==> config.mk <==
export PLATFORM = sky130hd
export DESIGN_NAME = johnson_decoder
export DESIGN_NICKNAME = d
export VERILOG_FILES = /design/src/rtl/johnson_decoder_pkg.sv /design/src/rtl/johnson_code_check.sv /design/src/rtl/johnson_decoder.sv
export SDC_FILE = /design/constraint.sdc
export NUM_CORES = 1
export LEC_CHECK = 0
export ABC_AREA = 1
export BUFFER_PORTS_ARGS = -buffer_cell sky130_fd_sc_hd__buf_2
export CORE_AREA = 5 5 56 63
export DETAILED_ROUTE_END_ITERATION = 10
export DIE_AREA = 0 0 61 68
export MAX_ROUTING_LAYER = met4
export PLACE_DENSITY = 0.72
export RECOVER_POWER = 100
export SYNTH_ARGS = -nofsm -noshare
export SYNTH_HDL_FRONTEND = slang
export SYNTH_HIERARCHICAL = 1
export SYNTH_SLANG_ARGS = --single-unit
==> constraint.sdc <==
create_clock -name clk -period 1.7 [get_ports clk]
set_clock_uncertainty 0.15 [all_clocks]
set_input_delay 0.34 -clock clk [delete_from_list [all_inputs] [get_ports clk]]
set_output_delay 0.34 -clock clk [all_outputs]
set_load 0.005 [all_outputs]
==> src/rtl/johnson_decoder_pkg.sv <==
// rtl/johnson_decoder_pkg.sv - lock-FSM states and ring-step classification shared by Johnson-code monitors
// Consumers may be built with JOHNSON_DIR_DETECT_EN to accept down-counting links.
package johnson_decoder_pkg;

  typedef enum logic [1:0] {
    UNLOCKED = 2'd0,
    ACQUIRE  = 2'd1,
    LOCKED   = 2'd2
  } lock_state_e;

  typedef enum logic [1:0] {
    STEP_HOLD  = 2'd0,
    STEP_UP    = 2'd1,
    STEP_DOWN  = 2'd2,
    STEP_OTHER = 2'd3
  } step_e;

  // Indices live on a ring of length seq_len, so the top index stepping to 0 is an ordinary up step.
  function automatic step_e classify_step(input int prev_idx, input int cur_idx, input int seq_len);
    if (cur_idx == prev_idx) return STEP_HOLD;
    if (cur_idx == (prev_idx + 1) % seq_len) return STEP_UP;
    if (cur_idx == (prev_idx + seq_len - 1) % seq_len) return STEP_DOWN;
    return STEP_OTHER;
  endfunction

endpackage

==> src/rtl/johnson_code_check.sv <==
// rtl/johnson_code_check.sv - combinational Johnson-code legality check and index decode
// A code is legal when adjacent bits differ at no more than one position.
module johnson_code_check #(
  parameter int N  = 4,
  parameter int IW = $clog2(2 * N)
) (
  input  logic [N-1:0]  code_i,
  output logic          legal_o,
  output logic [IW-1:0] idx_o
);

  logic [IW-1:0] edges;
  logic [IW-1:0] ones;

  always_comb begin
    edges = '0;
    ones  = '0;
    for (int i = 0; i < N - 1; i++) begin
      edges = edges + IW'(code_i[i] ^ code_i[i+1]);
    end
    for (int i = 0; i < N; i++) begin
      ones = ones + IW'(code_i[i]);
    end
    legal_o = (edges <= IW'(1));
    // With the MSB set the index is N + zeros = 2N - ones; modular arithmetic keeps this exact.
    idx_o = code_i[N-1] ? (IW'(2 * N) - ones) : ones;
  end

endmodule

==> src/rtl/johnson_decoder.sv <==
// rtl/johnson_decoder.sv - Johnson-link receiver: decode, step-order lock FSM, saturating error counter
// Build macro JOHNSON_DIR_DETECT_EN adds predecessor steps as good steps and the dir_out port.
module johnson_decoder
  import johnson_decoder_pkg::*;
#(
  parameter  int N        = 4,
  parameter  int LOCK_CNT = 3,
  parameter  int EW       = 8,
  localparam int IW       = $clog2(2 * N)
) (
  input  logic          clk,
  input  logic          rst,
  input  logic [N-1:0]  code_in,
  input  logic          code_valid,
  input  logic          clr_err,
  output logic [IW-1:0] idx_out,
  output logic          idx_valid,
  output logic          code_err,
  output logic          seq_err,
  output logic          locked,
  output logic [EW-1:0] err_count
`ifdef JOHNSON_DIR_DETECT_EN
  ,
  output logic          dir_out
`endif
);

  localparam int GW = $clog2(LOCK_CNT + 1);

  logic          legal;
  logic [IW-1:0] idx;

  johnson_code_check #(
    .N  (N),
    .IW (IW)
  ) u_code_check (
    .code_i  (code_in),
    .legal_o (legal),
    .idx_o   (idx)
  );

  lock_state_e   state_q;
  logic [IW-1:0] prev_q;
  logic [IW-1:0] idx_q;
  logic [GW-1:0] good_q;
  logic          idx_valid_q;
  logic          code_err_q;
  logic          seq_err_q;
  logic          locked_q;
  logic [EW-1:0] err_q;
`ifdef JOHNSON_DIR_DETECT_EN
  logic          dir_q;
`endif

  step_e         step;
  step_e         fwd_step;
  logic          acq_good;
  logic [GW-1:0] good_d;
  logic          code_err_d;
  logic          seq_err_d;
  logic          err_event;

  always_comb begin
    step = classify_step(int'(prev_q), int'(idx), 2 * N);
`ifdef JOHNSON_DIR_DETECT_EN
    fwd_step = dir_q ? STEP_UP : STEP_DOWN;
    // Until a direction is latched either neighbour counts as the first good step.
    acq_good = (good_q == '0) ? (step == STEP_UP || step == STEP_DOWN) : (step == fwd_step);
`else
    fwd_step = STEP_UP;
    acq_good = (step == STEP_UP);
`endif
    good_d     = good_q + 1'b1;
    code_err_d = code_valid && !legal;
    seq_err_d  = code_valid && legal && (state_q == LOCKED) &&
                 (step != STEP_HOLD) && (step != fwd_step);
    err_event  = code_err_d || seq_err_d;
  end

  always_ff @(posedge clk or posedge rst) begin
    if (rst) begin
      state_q     <= UNLOCKED;
      prev_q      <= '0;
      idx_q       <= '0;
      good_q      <= '0;
      idx_valid_q <= 1'b0;
      code_err_q  <= 1'b0;
      seq_err_q   <= 1'b0;
      locked_q    <= 1'b0;
      err_q       <= '0;
`ifdef JOHNSON_DIR_DETECT_EN
      dir_q       <= 1'b0;
`endif
    end else begin
      idx_valid_q <= code_valid && legal;
      code_err_q  <= code_err_d;
      seq_err_q   <= seq_err_d;
      // locked trails the FSM by one register stage.
      locked_q    <= (state_q == LOCKED);

      if (clr_err) begin
        err_q <= err_event ? EW'(1) : '0;
      end else if (err_event && (err_q != '1)) begin
        err_q <= err_q + 1'b1;
      end

      if (code_valid) begin
        if (!legal) begin
          state_q <= UNLOCKED;
          good_q  <= '0;
        end else begin
          idx_q  <= idx;
          prev_q <= idx;
          case (state_q)
            UNLOCKED: begin
              good_q  <= '0;
              state_q <= ACQUIRE;
            end
            ACQUIRE: begin
              if (step != STEP_HOLD) begin
                if (acq_good) begin
`ifdef JOHNSON_DIR_DETECT_EN
                  dir_q <= (step == STEP_UP);
`endif
                  if (good_d == GW'(LOCK_CNT)) begin
                    state_q <= LOCKED;
                    good_q  <= '0;
                  end else begin
                    good_q <= good_d;
                  end
                end else begin
                  good_q <= '0;
                end
              end
            end
            LOCKED: begin
              if (seq_err_d) begin
                state_q <= UNLOCKED;
                good_q  <= '0;
              end
            end
            default: begin
              state_q <= UNLOCKED;
              good_q  <= '0;
            end
          endcase
        end
      end
    end
  end

  assign idx_out   = idx_q;
  assign idx_valid = idx_valid_q;
  assign code_err  = code_err_q;
  assign seq_err   = seq_err_q;
  assign locked    = locked_q;
  assign err_count = err_q;
`ifdef JOHNSON_DIR_DETECT_EN
  assign dir_out   = dir_q;
`endif

endmodule

## Word-level counts from Yosys, hierarchy flattened

Index checks and enable logic that the tools add are counted.

- Flip-flop bits (word level): 19
- Input port bits: 8
- Logic and storage cells: 81

- Add/sub/neg operators: 11
- Magnitude comparators: 1
- Equal/unequal tests: 13
- Mux-type cells: 27
- Bitwise operators: 5
- Reductions and logical operators: 16

Operators with widths:

| cell | number |
|---|---|
| $mux W2 | 15 |
| $mux W8 | 2 |
| $ne A3 B3 Y1 const B | 4 |
| $add A8 B1 Y8 const B | 1 |
| $eq A4 B4 Y1 | 2 |
| $ne A8 B8 Y1 const B | 1 |
| $mux W1 | 7 |
| $add A3 B1 Y3 | 2 |
| $add A3 B3 Y3 | 2 |
| $logic_and A1 B1 Y1 | 6 |
| $pmux W2 S3 | 1 |
| $reduce_or A3 Y1 | 2 |
| $sub A5 B1 Y6 const B | 1 |
| $add A3 B4 Y5 const B | 1 |
| $reduce_and A5 Y1 | 1 |
| $eq A2 B1 Y1 const B | 2 |
| $eq A2 B2 Y1 const B | 2 |
| $pmux W2 S2 | 1 |
| $reduce_bool A2 Y1 | 2 |
| $add A3 B1 Y3 const B | 1 |
| $eq A3 B3 Y1 | 1 |
| $le A3 B1 Y1 const B | 1 |
| $mux W3 | 1 |
| $reduce_and A3 Y1 | 1 |
| other kinds (11) | 13 |

## Longest topological paths before layout

Gate-level depths: netlist of run 1.

- Depth in word-level cells: 20
- Gate-level depth with buffers: 22
- Gate-level depth less buffers: 22

## Hierarchy

The synthesis of run 1 kept the hierarchy.

By module, submodules not included:

| module | instances | cells each | area an instance (µm²) | seq. area each (µm²) |
|---|---|---|---|---|
| johnson_decoder | 1 | 150 | 1149.9 | 475.5 |
| johnson_code_check | 1 | 28 | 176.4 | 0.0 |

## Worst setup path before layout of run 1

OpenSTA, ideal clock, no wires.

- Path type: in2reg
- From: input code_in[0]
- To: register err_q[3] (netlist: err_count[3])
- Setup time: 0.117 ns
- Arrival: 2.560 ns
- Required time: 1.433 ns
- Path slack: -1.127 ns
- Cell stages on the path: 19
- Path through: inv_1 -> fa_1 -> inv_1 -> ha_1 -> ha_1 -> inv_1 -> ha_1 -> nand2_1 -> o21ai_0 -> inv_1 -> nand2_1 -> nand2_1 -> nand3_1 -> nand3_4 -> nand2_4 -> nand2_8 -> nand2_4 -> nand2_1 -> nand2_1

- Word-level cells in the longest chain between the ends: 18
- Elaborated cells between the ends (all ways): 34
- Classes of those cells: add/sub: 6; order compare: 1; eq/ne: 4; mux: 12; bitwise: 1; reduce/logical: 10

Ends and longest elaborated chain:

| element | RTL line | text |
|---|---|---|
| start: declaration | johnson_decoder.sv:13 | `input logic [N-1:0] code_in,` |
| $add A1 B1 Y2 * | johnson_code_check.sv:22 | `ones = ones + IW'(code_i[i]);` |
| $add A3 B1 Y3 * (2 in series) | johnson_code_check.sv:22 |  |
| $sub A1 B3 Y3 | johnson_code_check.sv:26 | `idx_o = code_i[N-1] ? (IW'(2 * N) - ones) : ones;` |
| $mux W3 * | johnson_code_check.sv:26 |  |
| net idx[1] | johnson_decoder.sv:31 | `logic [IW-1:0] idx;` |
| $eq A4 B4 Y1 | johnson_decoder_pkg.sv:22 | `if (cur_idx == (prev_idx + seq_len - 1) % seq_len) return STEP_DOWN;` |
| $mux W1 (2 in series) | johnson_decoder_pkg.sv:22 |  |
| $mux W1 | johnson_decoder_pkg.sv:21 | `if (cur_idx == (prev_idx + 1) % seq_len) return STEP_UP;` |
| $mux W2 | johnson_decoder_pkg.sv:23 | `return STEP_OTHER;` |
| $mux W2 | johnson_decoder_pkg.sv:22 |  |
| $mux W2 * | johnson_decoder_pkg.sv:21 |  |
| $reduce_bool A2 Y1 | johnson_decoder.sv:76 | `(step != STEP_HOLD) && (step != fwd_step);` |
| $logic_and A1 B1 Y1 | johnson_decoder.sv:75 | `seq_err_d = code_valid && legal && (state_q == LOCKED) &&` |
| $logic_and A1 B1 Y1 * | johnson_decoder.sv:76 |  |
| $logic_or A1 B1 Y1 * | johnson_decoder.sv:77 | `err_event = code_err_d \|\| seq_err_d;` |
| $logic_and A1 B1 Y1 * | johnson_decoder.sv:103 | `end else if (err_event && (err_q != '1)) begin` |
| $reduce_bool A2 Y1 (no line) * | -- |  |
| end signal: assignment | johnson_decoder.sv:102 | `err_q <= err_event ? EW'(1) : '0;` |
| end signal: assignment | johnson_decoder.sv:104 | `err_q <= err_q + 1'b1;` |
| end: declaration | johnson_decoder.sv:50 | `logic [EW-1:0] err_q;` |

Mark *: on every way through the listed nets, which the timed path passes. The rest lies on a longest branch. The select of a mux whose other input is x is not followed.
A chain may end at the register's enable or synchronous reset.

## Worst setup path in the final report of run 1

- From: input code_in[3]
- To: register state_q[1]

- Word-level cells in the longest chain between the ends: 15
- Elaborated cells between the ends (all ways): 33
- Classes of those cells: add/sub: 3; order compare: 1; eq/ne: 9; mux: 13; bitwise: 1; reduce/logical: 6

Ends and longest elaborated chain:

| element | RTL line | text |
|---|---|---|
| $add A3 B1 Y3 | johnson_code_check.sv:22 |  |
| $sub A1 B3 Y3 | johnson_code_check.sv:26 |  |
| $mux W3 * | johnson_code_check.sv:26 |  |
| net idx[2] | johnson_decoder.sv:31 |  |
| $eq A4 B4 Y1 | johnson_decoder_pkg.sv:22 |  |
| $mux W1 (2 in series) | johnson_decoder_pkg.sv:22 |  |
| $mux W1 | johnson_decoder_pkg.sv:21 |  |
| $mux W2 | johnson_decoder_pkg.sv:23 |  |
| $mux W2 | johnson_decoder_pkg.sv:22 |  |
| $mux W2 * | johnson_decoder_pkg.sv:21 |  |
| $reduce_bool A2 Y1 | johnson_decoder.sv:76, johnson_decoder.sv:120 |  |
| $logic_and A1 B1 Y1 | johnson_decoder.sv:75 |  |
| $logic_and A1 B1 Y1 | johnson_decoder.sv:76 |  |
| $ne A3 B3 Y1 (no line) | -- |  |
| $reduce_and A5 Y1 (no line) * | -- |  |
| end signal: assignment | johnson_decoder.sv:82 | `state_q <= UNLOCKED;` |
| end signal: assignment | johnson_decoder.sv:109 | `state_q <= UNLOCKED;` |
| end signal: assignment | johnson_decoder.sv:117 | `state_q <= ACQUIRE;` |
| end: declaration | johnson_decoder.sv:42 | `lock_state_e state_q;` |

Marks and branches as above.

==> flow_summary.ini, run 1 <==
[pwr]
peakVddDrop_v = 0.0005769
p_leak_nw = 1.017
p_per_area_nw_per_um2 = 893.2

[final_layout]
area_delta_synth_final_pct = 44.43
instances_no_fill = 267
nNetsFinal = 251
final_common_cell = nand2_1
layout_common_cells = nand2_1 (46), inv_1 (21), dfrtp_1 (19), buf_4 (17), buf_2 (14)
final_area_um2 = 1916
num_antenna_cells = 0
drive_above_1_share = 0.4034
fillerInstances = 252

[placement]
gp_congestion = 0.8056
hpwl_mm = 2.219
placedCellCount = 255
place.port_buffers = 22
placed_area_um2 = 1689

[synthesis]
synth_nets = 195
syn_inst = 178
yosysTopAreaCell = dfrtp_1
synth_area_per_cell_um2 = 7.451
synth_top_cell_area_share = 0.3585
yosysUniqueCellTypes = 25
ys_warn_count = 6
netlist_area_um2 = 1326
seq_area_frac_synth = 0.3585
synthTopCellsByArea = dfrtp_1 (36%), nand2_1 (15%), inv_1 (8.2%), ha_1 (7.5%), nand3_1 (5.7%)
ys_ff_latch = 19

[drt]
ant_nets = 0
wl_per_cell_um = 11.30
routed_wl_mm = 3.016
vias = 1283
drt_iter0_drc = 54
firstDrtPassIters = 4
drc = 0
viasPerCell = 4.805

[global_route]
grt_pass1_wl_mm = 5.168
grt_pass1_vias = 1192
gr-total-overflow = 0
grt_max_degree = 20
grt_use_total = 0.1730
antenna_found_initial = 0

[die]
fp-row-count = 21
die_w_um = 61
fp.dieArea_um2 = 4148
core_area_um2 = 2890
dieHeight_um = 68
io_pins = 23
initial_core_util = 0.4589

[sta]
setup_ws_ns = -1.009
finalSetupViolations = 15
final.min_clock_period_ns = 2.709
rsz0062_at_grt = true
timing.fmax_ghz = 0.3691
finalCritPeriodShare = 1.594
slew_headroom = 0.6727
worst_pin_slew_ns = 0.4910
final_max_slew_viol_count = 0
hold_violations = 0

[worst_hold_path]
holdCritStartpoint = clr_err
min_path_type = in -> reg

[cts]
clock-sinks = 19
clk_pin_slew_ns = 0.11
clockRootBuffer = clkbuf_4
cts_made_buffers = 3
cts.htree.levels = 1
clock_path_buffers = 2
clock_latency_ns = 0.30
cts_tree = yes

[critical_path]
critPathArrivalTime_ns = 2.76
critPathRequiredTime_ns = 1.75
cp-startpoint = code_in[3]
critPathLaunchType = primary input
worst-setup-path-type = in -> reg
end_kind = register
crit_path_max_fanout = 4
timing.rr.start = idx_out[0]

[status]
violations = setup timing
status = finished with violations

[flow_run]
max_cap_violations = 0
-- registers in the layout, summed over array words and instances (netlist names) --
register	count
err_count	8
state_q	2
idx_out	3
locked	1
code_err	1
seq_err	1
good_q	2
idx_valid	1
-- worst paths after layout --
check | depth (start not counted) | slack, ns | endpoint
worst min-delay path | 4 | 0.23 | err_count[7]
worst max register to register | 12 | -0.13 | state_q[1]
min in group asynchronous | 4 | 0.52 | err_count[7]
max in group asynchronous | 4 | 0.54 | err_count[5]
worst max-delay path | 23 | -1.01 | state_q[1]
worst min register to register | 2 | 0.38 | state_q[0]
-- metrics by stage --
stage	hold WS, ns	utilization	setup slack (ns)	total power, mW	setup TNS [ns]
floorplan	0.1411	-	-1.122	1.039	-14.55
global placement	0.2259	0.5844	-1.457	1.316	-20.46
detailed placement	0.2300	0.5844	-1.519	1.345	-21.38
CTS	0.2280	0.6481	-1.007	1.687	-13.36
global route	0.2357	0.6628	-1.130	1.867	-15.19
finish	0.2345	0.6628	-1.009	1.711	-13.46
-- cells in the mapped netlist --
library cell,count
o21ai_0,4
dfrtp_1,19
o21ai_1,2
xor2_1,4
inv_2,4
nand3_4,1
nand3_2,1
nor3_1,4
nand2_8,1
ha_1,8
nand4_1,4
fa_1,1
clkbuf_1,1
inv_1,29
o21bai_2,1
nand2_4,2
xnor2_1,1
nand2_1,52
nor2_2,3
nor3b_1,1
nand2_2,8
o21bai_1,1
nor2_4,1
nor2_1,10
nand3_1,15
-- critical path, stage by stage --
cell and delay [ns]:
buf_12 0.09, inv_12 0.03, fa_1 0.55, inv_2 0.05, ha_4 0.15, ha_4 0.26, inv_4 0.04, ha_4 0.15
nor2_2 0.07, nand2_1 0.05, nand2_1 0.06, inv_2 0.05, inv_2 0.06, nand2_1 0.05, nand3_1 0.07, nand2_1 0.06
nand2_2 0.11, nand3_4 0.11, buf_6 0.15, nand2_8 0.07, nand2_4 0.06, nand2_2 0.07, o21ai_2 0.05
-- logic make-up after synthesis --
kind of cell    count (synthesis)  share of synthesized area
compound gates                  8                    0.03679
xor+xnor                        5                    0.03302
fa+ha+maj                       9                    0.09057
buf+inv                        34                    0.09622
flops                          19                     0.3585
simple gates                  103                     0.3849
-- power by group --
group	switching (mW)	internal, mW	total, mW
Clock	0.141	0.0914	0.232
Sequential	0.0536	0.522	0.576
Combinational	0.492	0.411	0.903
Total	0.686	1.03	1.71
-- final cells by class --
type | count | area, µm² | area share
repair buffers | 51 | 342.8 | 0.1790
well taps | 34 | 42.54 | 0.02221
multi-input cells | 126 | 887.1 | 0.4631
clock buffers | 4 | 26.28 | 0.01372
inverters | 33 | 141.4 | 0.07381
flip-flops and latches | 19 | 475.5 | 0.2482
-- timing repair --
action	4_1_cts	5_1_grt
setup buffers	7	2
hold buffers	1	0
setup endpoints to repair	16	17
hold endpoints to repair	19	0
pin swaps	23	7
gates resized for setup	27	15
gates cloned	1	0
-- routing by layer --
layer | track usage | part of all wire | wire length (µm)
met5 | - | 0 | 0
met3 | 0.02264 | 0.035 | 107
met2 | 0.3035 | 0.52 | 1563
met4 | 0.06504 | 0.018 | 54
met1 | 0.1986 | 0.43 | 1290
(Power assumes the default switching activity.)
==> inputs of run 2 (changes only) <==
==> constraint.sdc (replaced) <==
create_clock -name clk -period 1.7 [get_ports clk]
set_clock_uncertainty 0.15 [all_clocks]
set_input_delay 0 -clock clk [delete_from_list [all_inputs] [get_ports clk]]
set_output_delay 0 -clock clk [all_outputs]
set_load 0.005 [all_outputs]
==> flow_summary.ini, run 2 (same netlist as run 1, synthesis figures left out) <==
[pwr]
peakVddDrop_v = 0.0006381
p_per_area_nw_per_um2 = 872.8
p_leak_nw = 1.014
combPwrFrac = 0.512
internal_power_mw = 1.002
p_switching_mw = 0.6428
switching_share = 0.3908
p_seq_frac = 0.349
clkPwrFrac = 0.139

[cts]
clock-sinks = 19
cts_made_buffers = 3
clock_latency_ns = 0.29
cts.htree.levels = 1
clock_path_buffers = 2
clk_pin_slew_ns = 0.11
clockRootBuffer = clkbuf_4
cts_tree = yes

[status]
status = finished with violations
violations = setup timing

[critical_path]
critPathArrivalTime_ns = 2.45
slowest_stage = fa_1
critPathRequiredTime_ns = 1.75
critPathMaxStageDelay_ns = 0.53
worst-setup-path-type = in -> reg
critPathLaunchType = primary input
crit_top_cell = nand2_1
crit_path_max_fanout = 6
r2r-end = err_count[4]
r2r_setup_slack_ns = -0.13
crit_chain = buf_12 > inv_12 > fa_1 > inv_1 > ha_2 > ha_4 > inv_4 > ha_4 > o21bai_1 > nand2_1 > inv_2 > nand2_1 > nand3_1 > nand2_1 > nand2_2 > nand3_4 > nand2_4 > nand2_8 > buf_12 > nand3_2 > nand2_1
r2r_cells = 12
timing.rr.start = idx_out[0]
cp-startpoint = code_in[3]
end_kind = register

[die]
io_pins = 23
initial_core_util = 0.4589
fp-row-count = 21
fp.dieArea_um2 = 4148
core_area_um2 = 2890
die_w_um = 61
dieHeight_um = 68

[placement]
placed_area_um2 = 1682
gp_congestion = 0.8054
placedCellCount = 254
hpwl_mm = 2.200
place.port_buffers = 22

[worst_hold_path]
whs_path_depth = 5
hold_path_end = idx_out[1]
holdCritStartpoint = code_in[3]
min_path_type = in -> reg

[sta]
final.min_clock_period_ns = 2.404
hold_violations = 0
setup_ws_ns = -0.7045
rsz0062_at_grt = true
finalSetupViolations = 14
whs_ns = 0.002599
timing.fmax_ghz = 0.4159
finalCritPeriodShare = 1.414
final_max_slew_viol_count = 0
worst_pin_slew_ns = 1.038
slew_headroom = 0.3082

[drt]
firstDrtPassIters = 4
routed_wl_mm = 2.887
viasPerCell = 4.700
vias = 1255
ant_nets = 0
drc = 0
drt_iter0_drc = 15
wl_per_cell_um = 10.81

[global_route]
grt_max_degree = 20
grt_pass1_wl_mm = 4.995
grt_pass1_vias = 1262
grt_use_total = 0.1647
antenna_found_initial = 0
gr-total-overflow = 0

[final_layout]
instances_no_fill = 267
layout_common_cells = nand2_1 (44), inv_1 (23), dfrtp_1 (19), buf_4 (18), buf_2 (16)
fillerInstances = 267
nNetsFinal = 251
area_delta_synth_final_pct = 42.08
drive_above_1_share = 0.3906
largest_reg_flops = 8
num_antenna_cells = 0
final_common_cell = nand2_1
final_area_um2 = 1884

[flow_run]
max_cap_violations = 0
-- run 2: how the worst max path moves through the flow --
| stage | end | depth (start not counted) |
|---|---|---|
| floorplan | err_count[0] | 20 |
| global placement | err_count[0] | 21 |
| detailed placement | err_count[3] | 21 |
| CTS | err_count[1] | 23 |
| global route | err_count[0] | 23 |
| finish | err_count[4] | 21 |
-- run 2: metal layers --
| metal | vias to the layer above | track usage | wire length, µm |
|---|---|---|---|
| met5 | - | - | 0 |
| met4 | 0 | 0.06504 | 46 |
| met3 | 6 | 0.02453 | 80 |
| met2 | 17 | 0.2928 | 1491 |
| met1 | 573 | 0.1827 | 1268 |
| li1 | 659 | - | - |
-- run 2: layout make-up --
cell class / count / area (µm²) / area share
multi-input cells: 125 / 844.6 / 0.4482
flip-flops and latches: 19 / 475.5 / 0.2523
repair buffers: 52 / 356.6 / 0.1892
inverters: 33 / 138.9 / 0.07370
well taps: 34 / 42.54 / 0.02258
clock buffers: 4 / 26.28 / 0.01394
-- run 2: critical path: cells and delay by family --
family | cells | cell delay [ns]
buffers and inverters | 6 | 0.41
AND/OR/NAND/NOR | 10 | 0.77
AO/OA/AOI/OAI | 1 | 0.14
adder cells (fa/ha/maj) | 4 | 1.12
-- run 2: stage by stage --
stage | util | setup TNS, ns | total power [mW] | worst slack (ns)
floorplan | - | -9.453 | 1.039 | -0.7823
global placement | 0.5818 | -14.49 | 1.308 | -1.111
detailed placement | 0.5818 | -15.14 | 1.324 | -1.147
CTS | 0.6498 | -8.386 | 1.658 | -0.6681
global route | 0.6519 | -10.44 | 1.788 | -0.8269
finish | 0.6519 | -8.655 | 1.645 | -0.7045
-- run 2: timing repair --
item,CTS,global route
hold buffers,3,0
resized for setup,27,5
endpoints found under the setup margin,15,15
endpoints found under the hold margin,33,0
buffers inserted,3,3
pin swaps,25,12
-- run 2: power groups by stage --
stage                     clock, mW  sequential, mW  combinational [mW]
after floorplan                   0           0.595               0.444
after global placement            0           0.580               0.728
after detailed placement          0           0.580               0.744
after CTS                     0.242           0.574               0.842
after global routing          0.262           0.585               0.940
final                         0.229           0.574               0.842
==> inputs of run 3 (changes only) <==
- CORE_AREA: 5 5 56 63 -> 5 5 53 60
- DIE_AREA: 0 0 61 68 -> 0 0 58 65
- PLACE_DENSITY: 0.72 -> 0.76
- clock period: 1.7 -> 2.7 ns (I/O delays scaled with it)
==> flow_summary.ini, run 3 (same netlist as run 1, synthesis figures left out) <==
[status]
status = complete, no violations

[final_layout]
final_common_cell = nand2_1
nNetsFinal = 230
instances_no_fill = 245
fillerInstances = 270
area_delta_synth_final_pct = 18.11
final_area_um2 = 1567
num_antenna_cells = 0
layout_common_cells = nand2_1 (53), inv_1 (27), dfrtp_1 (19), buf_2 (16), nand3_1 (15)
drive_above_1_share = 0.2311
largest_reg_flops = 8

[die]
dieHeight_um = 65
fp-row-count = 20
initial_core_util = 0.5096
fp.dieArea_um2 = 3770
core_area_um2 = 2603
die_w_um = 58
io_pins = 23

[critical_path]
end_kind = register
crit_path_max_fanout = 3
slowest_stage = fa_1
crit_top_cell = inv_1
worst-setup-path-type = in -> reg
critPathMaxStageDelay_ns = 0.54
critPathLaunchType = primary input
critPathRequiredTime_ns = 2.77
r2r_cells = 11
critPathArrivalTime_ns = 2.53
crit_chain = buf_2 > inv_1 > fa_1 > inv_1 > ha_1 > ha_1 > inv_1 > ha_1 > nand2_1 > o21ai_1 > inv_1 > nand2_1 > nand2_1 > nor2_2 > nand2_2 > buf_4 > o21bai_2 > nand3_1 > o21ai_0

[cts]
clock-sinks = 19
cts_tree = yes
cts.htree.levels = 1
cts_made_buffers = 3
clock_latency_ns = 0.29
clockRootBuffer = clkbuf_4
clk_pin_slew_ns = 0.11
clock_path_buffers = 2

[drt]
wl_per_cell_um = 10.25
firstDrtPassIters = 4
ant_nets = 0
drc = 0
drt_iter0_drc = 32
routed_wl_mm = 2.512
vias = 1164
viasPerCell = 4.751

[placement]
placedCellCount = 237
place.port_buffers = 22
placed_area_um2 = 1511
hpwl_mm = 2.094
gp_congestion = 0.8533

[pwr]
peakVddDrop_v = 0.0003755
p_per_area_nw_per_um2 = 557.0
p_leak_nw = 0.9022

[worst_hold_path]
min_path_type = in -> reg
whs_path_depth = 5

[global_route]
grt_pass1_wl_mm = 4.422
gr-total-overflow = 0
antenna_found_initial = 0
grt_use_total = 0.1522
grt_max_degree = 20
grt_pass1_vias = 1106

[sta]
final.min_clock_period_ns = 2.457
whs_ns = 0.07694
final_max_slew_viol_count = 0
hold_violations = 0
rsz0062_at_grt = false
finalCritPeriodShare = 0.9098
worst_pin_slew_ns = 0.6963
finalSetupViolations = 0
slew_headroom = 0.5353
timing.fmax_ghz = 0.4071

[flow_run]
max_cap_violations = 0
## run 3: changes by cell type in the layout (fill, tap and decap cells not counted), moves of 3 or more
cell      previous run  this run
inv_1               23        27
nand2_2             14         7
clkbuf_1            11         5
nand2_1             44        53
nand3_1              8        15
buf_6                3         0
nand3_2              8         1
o21ai_0              1         4
ha_1                 5         8
buf_4               18         5
## run 3: final timing paths
path	end	from	slack, ns
setup / recovery	state_q[1]	code_in[0]	0.24
hold / removal	idx_out[1]	code_in[3]	0.08
setup reg to reg	state_q[1]	idx_out[0]	0.82
hold reg to reg	state_q[0]	state_q[0]	0.36
max in group asynchronous	idx_valid	rst	1.75
min in group asynchronous	locked	rst	0.20
## run 3: cell type report
| type | instances | area, µm² | area share |
|---|---|---|---|
| Clock inverter | 1 | 5.005 | 0.003195 |
| Timing Repair Buffer | 31 | 177.7 | 0.1134 |
| Sequential cell | 19 | 475.5 | 0.3035 |
| Tap cell | 33 | 41.29 | 0.02636 |
| Clock buffer | 3 | 22.52 | 0.01438 |
| Inverter | 33 | 123.9 | 0.07907 |
| Multi-Input combinational cell | 125 | 720.7 | 0.4601 |
## run 3: report_power, final
group / leakage, nW / switching (mW) / internal (mW)
Sequential: 0.255 / 0.0442 / 0.329
Combinational: 0.630 / 0.216 / 0.144
Clock: 0.0177 / 0.0851 / 0.0550
## run 3: worst max-delay path: cells and delay by family
kind,cells,cell delay (ns)
buffers and inverters,6,0.45
adders and majority gates,4,1.23
and+or+nand+nor,6,0.45
AOI/OAI and AO/OA,3,0.40
## run 3: what timing repair did
item / in CTS / in global routing
endpoints found under the setup margin: 0 / 9
hold buffers: 3 / 0
buffers inserted: 0 / 1
resized for setup: 0 / 3
hold endpoints to repair: 33 / 0
## run 3: per-stage QoR
| step | setup TNS [ns] | setup slack, ns | util | total power [mW] |
|---|---|---|---|---|
| after global routing | 0 | 0.004593 | 0.6019 | 0.9649 |
| after detailed placement | -0.5646 | -0.08528 | 0.5808 | 0.7343 |
| final | 0 | 0.2434 | 0.6019 | 0.8726 |
| after floorplan | 0 | 0.2131 | - | 0.6309 |
| after CTS | 0 | 0.2349 | 0.6029 | 0.8830 |
| after global placement | -0.1298 | -0.02670 | 0.5808 | 0.7196 |
## run 3: routing by layer
metal  vias to the layer above  share of wire  track usage
met1                       527           0.43       0.1642
met2                        18           0.52       0.2782
met5                         -              0            -
li1                        615              -            -
met4                         0          0.018      0.04638
met3                         4          0.039      0.02789
